`src/rtl/bfly_pair_demux_16_to_32.sv`:
```
`default_nettype none
// ============================================================================
// Module   : bfly_pair_demux_16_to_32
// Purpose  : Radix-2 butterfly front end. Pairs consecutive 16-lane complex
//            blocks A,B and registers lane-wise A+B and A-B with one bit of
//            growth. A two-phase mux_sel (add, then sub) lets a downstream
//            32-to-16 select re-serialise the results at one block per cycle.
// Revision : 1.0 - initial release
// ============================================================================
module bfly_pair_demux_16_to_32 #(
    parameter int IN_WIDTH        = 9,
    parameter int OUT_WIDTH       = 10,
    parameter int PAIRS_PER_FRAME = 16
) (
    input  logic                        clk,
    input  logic                        rst,
    input  logic                        din_valid,
    input  logic                        din_sof,
    input  logic signed [IN_WIDTH-1:0]  din_R        [0:15],
    input  logic signed [IN_WIDTH-1:0]  din_Q        [0:15],
    output logic signed [OUT_WIDTH-1:0] dout_R_add00 [0:15],
    output logic signed [OUT_WIDTH-1:0] dout_Q_add00 [0:15],
    output logic signed [OUT_WIDTH-1:0] dout_R_sub00 [0:15],
    output logic signed [OUT_WIDTH-1:0] dout_Q_sub00 [0:15],
    output logic                        mux_sel,
    output logic                        dout_valid,
    output logic                        dout_last
);

    localparam int LANES = 16;
    localparam int CNT_W = (PAIRS_PER_FRAME > 1) ? $clog2(PAIRS_PER_FRAME) : 1;
    localparam int EXT_W = OUT_WIDTH - IN_WIDTH;
    localparam logic [CNT_W-1:0] LAST_CNT = CNT_W'(PAIRS_PER_FRAME - 1);

    typedef enum logic [0:0] {
        PAIR_EMPTY = 1'b0,
        PAIR_HALF  = 1'b1
    } pair_state_t;

    typedef enum logic [1:0] {
        OUT_IDLE = 2'd0,
        OUT_ADD  = 2'd1,
        OUT_SUB  = 2'd2
    } out_state_t;

    pair_state_t                 pair_state_q;
    out_state_t                  out_state_q;
    logic        [CNT_W-1:0]     pair_cnt_q;
    logic        [CNT_W-1:0]     pair_cnt_d;

    // Held A block waiting for its B partner
    logic signed [IN_WIDTH-1:0]  a_R_q   [0:LANES-1];
    logic signed [IN_WIDTH-1:0]  a_Q_q   [0:LANES-1];

    // Butterfly results: next-state from the held A and the incoming B
    logic signed [OUT_WIDTH-1:0] add_R_d [0:LANES-1];
    logic signed [OUT_WIDTH-1:0] add_Q_d [0:LANES-1];
    logic signed [OUT_WIDTH-1:0] sub_R_d [0:LANES-1];
    logic signed [OUT_WIDTH-1:0] sub_Q_d [0:LANES-1];
    logic signed [OUT_WIDTH-1:0] add_R_q [0:LANES-1];
    logic signed [OUT_WIDTH-1:0] add_Q_q [0:LANES-1];
    logic signed [OUT_WIDTH-1:0] sub_R_q [0:LANES-1];
    logic signed [OUT_WIDTH-1:0] sub_Q_q [0:LANES-1];

    logic                        mux_sel_q;
    logic                        dout_valid_q;
    logic                        dout_last_q;
    // Remembers that the pair just loaded closes the frame, so the SUB
    // phase one cycle later can flag it.
    logic                        last_pend_q;

    logic                        a_load;
    logic                        b_load;
    logic                        realign;

    // ------------------------------------------------------------------------
    // Input qualification. A start-of-frame block is always an A: in EMPTY it
    // is an ordinary capture, in HALF it replaces the stale held A.
    // ------------------------------------------------------------------------
    assign realign = din_valid & din_sof;
    assign a_load  = din_valid & ((pair_state_q == PAIR_EMPTY) | din_sof);
    assign b_load  = din_valid & (pair_state_q == PAIR_HALF) & ~din_sof;

    // Pair counter next state: frame start clears, each completed pair counts
    always_comb begin
        pair_cnt_d = pair_cnt_q;
        if (realign) begin
            pair_cnt_d = '0;
        end else if (b_load) begin
            pair_cnt_d = pair_cnt_q + 1'b1;
        end
    end

    // ------------------------------------------------------------------------
    // Per-lane butterfly: sign-extend both operands to the output width first
    // so the sum/difference is exact over the full input range.
    // ------------------------------------------------------------------------
    for (genvar g = 0; g < LANES; g++) begin : g_lane
        logic signed [OUT_WIDTH-1:0] a_r_ext;
        logic signed [OUT_WIDTH-1:0] a_q_ext;
        logic signed [OUT_WIDTH-1:0] b_r_ext;
        logic signed [OUT_WIDTH-1:0] b_q_ext;

        assign a_r_ext = {{EXT_W{a_R_q[g][IN_WIDTH-1]}}, a_R_q[g]};
        assign a_q_ext = {{EXT_W{a_Q_q[g][IN_WIDTH-1]}}, a_Q_q[g]};
        assign b_r_ext = {{EXT_W{din_R[g][IN_WIDTH-1]}}, din_R[g]};
        assign b_q_ext = {{EXT_W{din_Q[g][IN_WIDTH-1]}}, din_Q[g]};

        assign add_R_d[g] = a_r_ext + b_r_ext;
        assign add_Q_d[g] = a_q_ext + b_q_ext;
        assign sub_R_d[g] = a_r_ext - b_r_ext;
        assign sub_Q_d[g] = a_q_ext - b_q_ext;
    end

    // Pair FSM: tracks whether an A is held, captures A blocks, counts pairs
    always_ff @(posedge clk or posedge rst) begin
        if (rst) begin
            pair_state_q <= PAIR_EMPTY;
            pair_cnt_q   <= '0;
            for (int i = 0; i < LANES; i++) begin
                a_R_q[i] <= '0;
                a_Q_q[i] <= '0;
            end
        end else begin
            pair_cnt_q <= pair_cnt_d;
            if (a_load) begin
                for (int i = 0; i < LANES; i++) begin
                    a_R_q[i] <= din_R[i];
                    a_Q_q[i] <= din_Q[i];
                end
            end
            if (din_valid) begin
                case (pair_state_q)
                    PAIR_EMPTY: pair_state_q <= PAIR_HALF;
                    PAIR_HALF:  pair_state_q <= din_sof ? PAIR_HALF : PAIR_EMPTY;
                    default:    pair_state_q <= PAIR_EMPTY;
                endcase
            end
        end
    end

    // Result registers: load only when a B completes a pair, else hold
    always_ff @(posedge clk or posedge rst) begin
        if (rst) begin
            for (int i = 0; i < LANES; i++) begin
                add_R_q[i] <= '0;
                add_Q_q[i] <= '0;
                sub_R_q[i] <= '0;
                sub_Q_q[i] <= '0;
            end
        end else if (b_load) begin
            for (int i = 0; i < LANES; i++) begin
                add_R_q[i] <= add_R_d[i];
                add_Q_q[i] <= add_Q_d[i];
                sub_R_q[i] <= sub_R_d[i];
                sub_Q_q[i] <= sub_Q_d[i];
            end
        end
    end

    // Output FSM: one ADD cycle then one SUB cycle per loaded pair
    always_ff @(posedge clk or posedge rst) begin
        if (rst) begin
            out_state_q  <= OUT_IDLE;
            mux_sel_q    <= 1'b0;
            dout_valid_q <= 1'b0;
            dout_last_q  <= 1'b0;
            last_pend_q  <= 1'b0;
        end else if (b_load) begin
            // A fresh pair always starts in the add phase; the 2-cycle
            // minimum B spacing guarantees the previous SUB has completed.
            out_state_q  <= OUT_ADD;
            mux_sel_q    <= 1'b0;
            dout_valid_q <= 1'b1;
            dout_last_q  <= 1'b0;
            last_pend_q  <= (pair_cnt_q == LAST_CNT);
        end else begin
            case (out_state_q)
                OUT_ADD: begin
                    out_state_q  <= OUT_SUB;
                    mux_sel_q    <= 1'b1;
                    dout_valid_q <= 1'b1;
                    dout_last_q  <= last_pend_q;
                end
                default: begin
                    out_state_q  <= OUT_IDLE;
                    mux_sel_q    <= 1'b0;
                    dout_valid_q <= 1'b0;
                    dout_last_q  <= 1'b0;
                end
            endcase
        end
    end

    assign dout_R_add00 = add_R_q;
    assign dout_Q_add00 = add_Q_q;
    assign dout_R_sub00 = sub_R_q;
    assign dout_Q_sub00 = sub_Q_q;
    assign mux_sel      = mux_sel_q;
    assign dout_valid   = dout_valid_q;
    assign dout_last    = dout_last_q;

endmodule
`default_nettype wire

```
`config.mk`:
```
export PLATFORM = sky130hd
export DESIGN_NAME = bfly_pair_demux_16_to_32
export DESIGN_NICKNAME = d
export VERILOG_FILES = /design/src/rtl/bfly_pair_demux_16_to_32.sv
export SDC_FILE = /design/constraint.sdc
export NUM_CORES = 2
export LEC_CHECK = 0
export CORE_AREA = 2 2 436 438
export DETAILED_ROUTE_END_ITERATION = 16
export DIE_AREA = 0 0 438 440
export PLACE_DENSITY = 0.54
export SLEW_MARGIN = 10
export SYNTH_ARGS = -nofsm -noshare
export SYNTH_HDL_FRONTEND = slang
export SYNTH_SLANG_ARGS = --single-unit
```
`constraint.sdc`:
```
create_clock -name clk -period 37 [get_ports clk]
set_clock_uncertainty 0.1 [all_clocks]
set_input_delay 7.4 -clock clk [delete_from_list [all_inputs] [get_ports clk]]
set_output_delay 7.4 -clock clk [all_outputs]
set_load 0.02 [all_outputs]
```
# Yosys cells after proc, flatten, opt, wreduce, memory -nomap -nowiden
# Cells that the tools add are included.
[totals] word_cells=189 out_inout_bits=643 ff_bits=939
[op_classes] n_reduce_logical=1 eq_ne=2 bitwise_logic=7 n_addsub=65 mux=11
[op_table] cell="adder 9 x 9 -> 10 bit" n=32
[op_table] cell="subtractor 9 x 9 -> 10 bit" n=32
[op_table] cell="2-to-1 mux 4 bit" n=2
[op_table] cell="2-to-1 mux 1 bit" n=6
[op_table] cell="adder 4 x 1 -> 4 bit (second input constant)" n=1
[op_table] cell="AND 1 bit" n=4
[op_table] cell="== test 4 bit (second input constant)" n=1
[op_table] cell="2-to-1 mux 2 bit" n=2
[op_table] cell="== test 2 x 1 -> 1 bit (second input constant)" n=1
[op_table] cell="inverter 1 bit" n=2
[op_table] cell="case mux 1 bit (2 select lines)" n=1
[op_table] cell="nonzero test 2 bit" n=1
[op_table] cell="bitwise OR 1 bit" n=1

# Depth between registers and ports, before layout
[depth] word_depth=4 mapped_depth=10 mapped_depth_nobuf=10

# Worst setup path after synthesis
# No wires, ideal clock.
[synth_timing] path_type="input port to flip-flop" from="input din_Q[10] in the netlist's numbering" to="register sub_Q_q (netlist bit dout_Q_sub00[19])" setup_time_ps=76 path_stages=8 n_path_buf=0 path_slack_ps=27785 t_arrival_ps=9039 cell_sequence="inv_1 ha_1 nor2b_1 o31a_1 o311a_1 a2111oi_0 a21oi_1 o21ai_1"
[synth_between] elab_chain_len=1
[synth_lines] element="start: declaration" line="20" rtl="input logic signed [IN_WIDTH-1:0] din_Q [0:15],"
[synth_lines] element="subtractor 9 x 9 -> 10 bit" line="112" rtl="assign sub_Q_d[g] = a_q_ext - b_q_ext;"
[synth_lines] element="end signal: indexed assignment" line="156" rtl="sub_Q_q[i] <= sub_Q_d[i];"
[synth_lines] element="end: declaration" line="63" rtl="logic signed [OUT_WIDTH-1:0] sub_Q_q [0:LANES-1];"
# No other way between the ends.
# A chain may end at the register's enable or synchronous reset.

# Final worst setup path
[layout_timing] from="input din_sof" to="register add_R_q (netlist bit dout_R_add00[79])"
[layout_between] elab_chain_len=2
[layout_lines] element="start: declaration" line="18" rtl="input logic din_sof,"
[layout_lines] element="inverter 1 bit" line="82" rtl="assign b_load = din_valid & (pair_state_q == PAIR_HALF) & ~din_sof;"
[layout_lines] element="AND 1 bit" line="82"
[layout_lines] element="end signal: indexed assignment" line="153" rtl="add_R_q[i] <= add_R_d[i];"
[layout_lines] element="end: declaration" line="60" rtl="logic signed [OUT_WIDTH-1:0] add_R_q [0:LANES-1];"
# No other way between the ends.

==> impl.org <==
** Worst setup path
- Data required, critical path :: 37.56 ns
- Highest fanout seen on the critical path :: 185
- The worst register-to-register path has a depth of 9.
- The worst setup path is launched from a primary input.
- STA classifies the critical path endpoint as a register.
- Data arrival at the endpoint of the critical path :: around 13 ns
- The worst setup path is of the primary input to register kind.

** Clock tree
- Buffers added to address setup during post-CTS repair amount to 0.
- The H-tree was split into 3 levels.
- TritonCTS sink count :: 906
- The number of gates resized after CTS was 0.
- Clock insertion delay at the later pin of the skew report :: 0.77 ns
- Post-CTS clock slew at the launch and capture registers of the worst setup and hold paths :: 0.06 ns
- The tree is rooted in a sky130_fd_sc_hd__clkbuf_16.
- TritonCTS built the clock tree.
- Hold_buf cts :: 0
- The clock passes through at most 3 buffers.
- In this run, CTS created clock tree buffers numbering 110.

** Drt
- Antenna viol nets, final :: 0
- The first detailed-routing pass took 8 iterations.
- Per-cell via count in the routed design :: 4.745
- After the first detailed-routing iteration, the DRC count stood at 2546.
- The routed layout has 45.83k vias.
- Routed wire length :: 183800 µm
- Per-cell routed wire length :: 19.03 µm
- DR DRC count :: 0

** Die
- Standard-cell row count :: 160
- Starting utilization of the core area :: slightly below 30%
- Die Y-Extent :: between 400 and 500 µm
- The die covers 192700 µm².
- The die is 438 µm wide.
- Floorplan core area :: 188600 µm²
- For this design the top-level I/O count stands at 935.

** Timing
- The worst pin sits at a relative slew slack of slightly above 30%.
- Setup repair after global routing missed its margin :: no
- WHS :: 0.3733 ns
- Setup total negative slack :: 0 ns
- Highest Clock Rate :: 0.08208 GHz
- The final count of pins violating max slew is 0.
- Worst Max-Slew Pin Slew :: just over 1 ns
- Final Hold Vio Count :: 0
- Setup slack on the critical path of the routed design comes to 24.82 ns.
- In the finished design, the share of the clock period the worst path needs comes to 32.93%.
- # setup viols final :: 0
- Subtracting the final worst setup slack from the clock period gives 12.18 ns.

** Logic synthesis
- Top cell types by occurrence after synthesis :: sky130_fd_sc_hd__nand2_1 (992), sky130_fd_sc_hd__dfrtp_1 (906), sky130_fd_sc_hd__o21ai_0 (874), sky130_fd_sc_hd__ha_1 (577), sky130_fd_sc_hd__inv_1 (537)
- For this run, the leading register cell type out of synthesis is sky130_fd_sc_hd__dfrtp_1.
- After synthesis, the largest area contributor takes up 40.34% of total cell area.
- Yosys mapped the design onto 70 distinct sky130hd cell types.
- Sequential cell area fraction in the yosys report :: 40.34%
- Register bit total from synthesis :: 906
- Counting flops with a built-in enable in the synthesized netlist gives 0.
- Mean area per synthesized cell :: 8.922 µm²
- Sorting the synthesized cells by area gives the leading types as sky130_fd_sc_hd__dfrtp_1 (40%), sky130_fd_sc_hd__ha_1 (13%), sky130_fd_sc_hd__o21ai_0 (7.8%).
- Cell count after synthesis :: 6299
- Yosys printed 0 warnings.
- Cell area after synthesis :: 56200 µm²
- The most common cell in the synthesized netlist is sky130_fd_sc_hd__nand2_1.
- The synthesized design spends more area on one cell type than any other, namely sky130_fd_sc_hd__dfrtp_1.
- Counting flops with an async set or reset pin after synthesis yields a share of 100.0%.
- The number of nets handed over by synthesis was 7232.

** Final layout
- Relative to the synthesized area, the layout overhead comes to 26.79%.
- Final nets :: between 7k and 8k
- Share of final-layout standard cells stronger than drive strength 1 :: 3.842%
- Number of fillers in the final layout :: 19.13k
- Area of all placed cells without fillers :: 71260 µm²

** Power
- Clock Power Share :: 24.9%
- The analysis attributes to net switching a power of ~1.8 mW.
- Int Pwr :: 2.795 mW
- Combinational logic burns 42.8% of the power.
- Maximum VDD drop :: 0.00003883 V
- Sequential Power Share :: roughly a third
- In this run the power density over the cells is 64.36 nW/µm².
- Sw frac :: 39.07%
- P_leak :: 32.74 nW

** Global route
- Initial antenna violation count :: 27
- Global-route wire length before repair :: ~280000 µm
- Via count of the first global-routing pass :: 45.18k
- Summed over all layers, the global routing overflow is 0.
- Entering global routing, the biggest net connects 189 pins.
- GRT Resource Usage Total :: 18.62%

** Min path
- Worst hold stages :: 2
- The min-delay analysis places its worst path in the category register to register.

** Placed design
- In this run the tool buffered the top-level ports with 934 buffer cells.
- Cell area reported after detailed placement :: between 60000 and 70000 µm²
- Worst Setup Slack post-DPL :: 24.00 ns
- Routability Congestion :: 0.9060
- Once detailed placement completed, the half-perimeter wirelength came to 140600 µm.

** Outcome
- Outcome :: completed

** Run
- Number of max-cap violations :: 0
-- logic make-up (layout without fill, tap and decap cells) --
| logic type | count (synthesis) | in the layout | share of synthesized area, % |
|---|---|---|---|
| muxes | 53 | 53 | 1.020 |
| buffers and inverters | 873 | 1706 | 6.409 |
| adders and majority gates | 641 | 641 | 15.12 |
| other | 0 | 17 | 0 |
| DFF | 906 | 906 | 40.34 |
| and+or+nand+nor | 1738 | 1738 | 13.52 |
| xor gates and xnor gates | 352 | 352 | 5.485 |
| AOI/OAI and AO/OA | 1736 | 1736 | 18.11 |
-- power groups by stage --
stage | Sequential, mW | Combinational [mW] | Clock (mW)
6_report | 1.48 | 1.96 | 1.14
5_1_grt | 1.52 | 2.13 | 1.22
4_1_cts | 1.49 | 1.99 | 1.18
3_5_place_dp | 1.50 | 1.98 | 0
3_3_place_gp | 1.49 | 1.96 | 0
2_1_floorplan | 1.73 | 0.825 | 0
-- sequential cells by signal (all words and copies together), names as in the netlist --
| register | count |
|---|---|
| pair_cnt_q | 4 |
| dout_valid | 1 |
| dout_R_sub00 | 160 |
| last_pend_q | 1 |
| a_R_q | 144 |
| dout_Q_sub00 | 151 |
| dout_last | 1 |
| out_state_q | 1 |
| a_Q_q | 144 |
| dout_R_add00 | 144 |
| mux_sel | 1 |
| pair_state_q | 1 |
| dout_Q_add00 | 153 |
-- path summary, 6_finish.rpt --
kind,start,end,slack (ns)
worst min-delay path,dout_Q_sub00[141],dout_Q_sub00[141],0.37
worst max-delay path,din_sof,dout_R_add00[79],24.82
min in group asynchronous,rst,a_R_q[2],7.14
max in group asynchronous,rst,a_R_q[137],26.52
worst max register to register,pair_state_q,dout_R_add00[79],31.54
worst min register to register,dout_Q_sub00[141],dout_Q_sub00[141],0.37
-- cells in the final DEF, fill, tap and decap left out, drive strengths merged, types with 51 or more instances in the layout --
cell type,n
a211oi,51
a21o,54
a21oi,303
a31oi,117
clkbuf,163
clkdlybuf4s50,934
dfrtp,906
fa,64
ha,577
inv,545
nand2,992
nand2b,158
nor2,267
nor2b,64
nor3,104
o21ai,877
o21bai,69
xnor2,278
xor2,74
-- layer usage --
layer	up-vias	track usage, %	share of wire, %
met1	21830	23.04	43
met5	-	0	0.048
met3	266	3.296	4.7
met4	14	7.686	4.2
met2	1012	31.91	49
li1	22710	-	-
-- worst max-delay path, stage by stage --
cell and delay, ns:
sky130_fd_sc_hd__clkdlybuf4s50_1 0.61, sky130_fd_sc_hd__or3_4 0.56, sky130_fd_sc_hd__buf_4 0.66, sky130_fd_sc_hd__buf_12 0.55
sky130_fd_sc_hd__buf_4 0.75, sky130_fd_sc_hd__buf_4 0.73, sky130_fd_sc_hd__buf_4 0.83, sky130_fd_sc_hd__a2111oi_0 0.19
sky130_fd_sc_hd__nor3_1 0.23
-- cell type report --
type	count	area (µm²)	area share, %
well taps	2511	3142	4.409
repair buffers	965	9644	13.53
diodes	17	42.54	0.05970
inverters	539	2038	2.860
clock inverters	39	457.9	0.6426
flip-flops and latches	906	22670	31.81
multi-input cells	4520	29940	42.01
clock buffers	163	3326	4.667
-- metrics by stage --
step                utilization (%)  instances  power [mW]
global placement              35.76       9441       3.458
CTS                           37.77       9643       4.652
floorplan                         -       6299       2.556
finish                        37.79       9660       4.586
detailed placement            35.76       9441       3.473
global route                  37.78       9653       4.871
(Power assumes the default switching activity.)
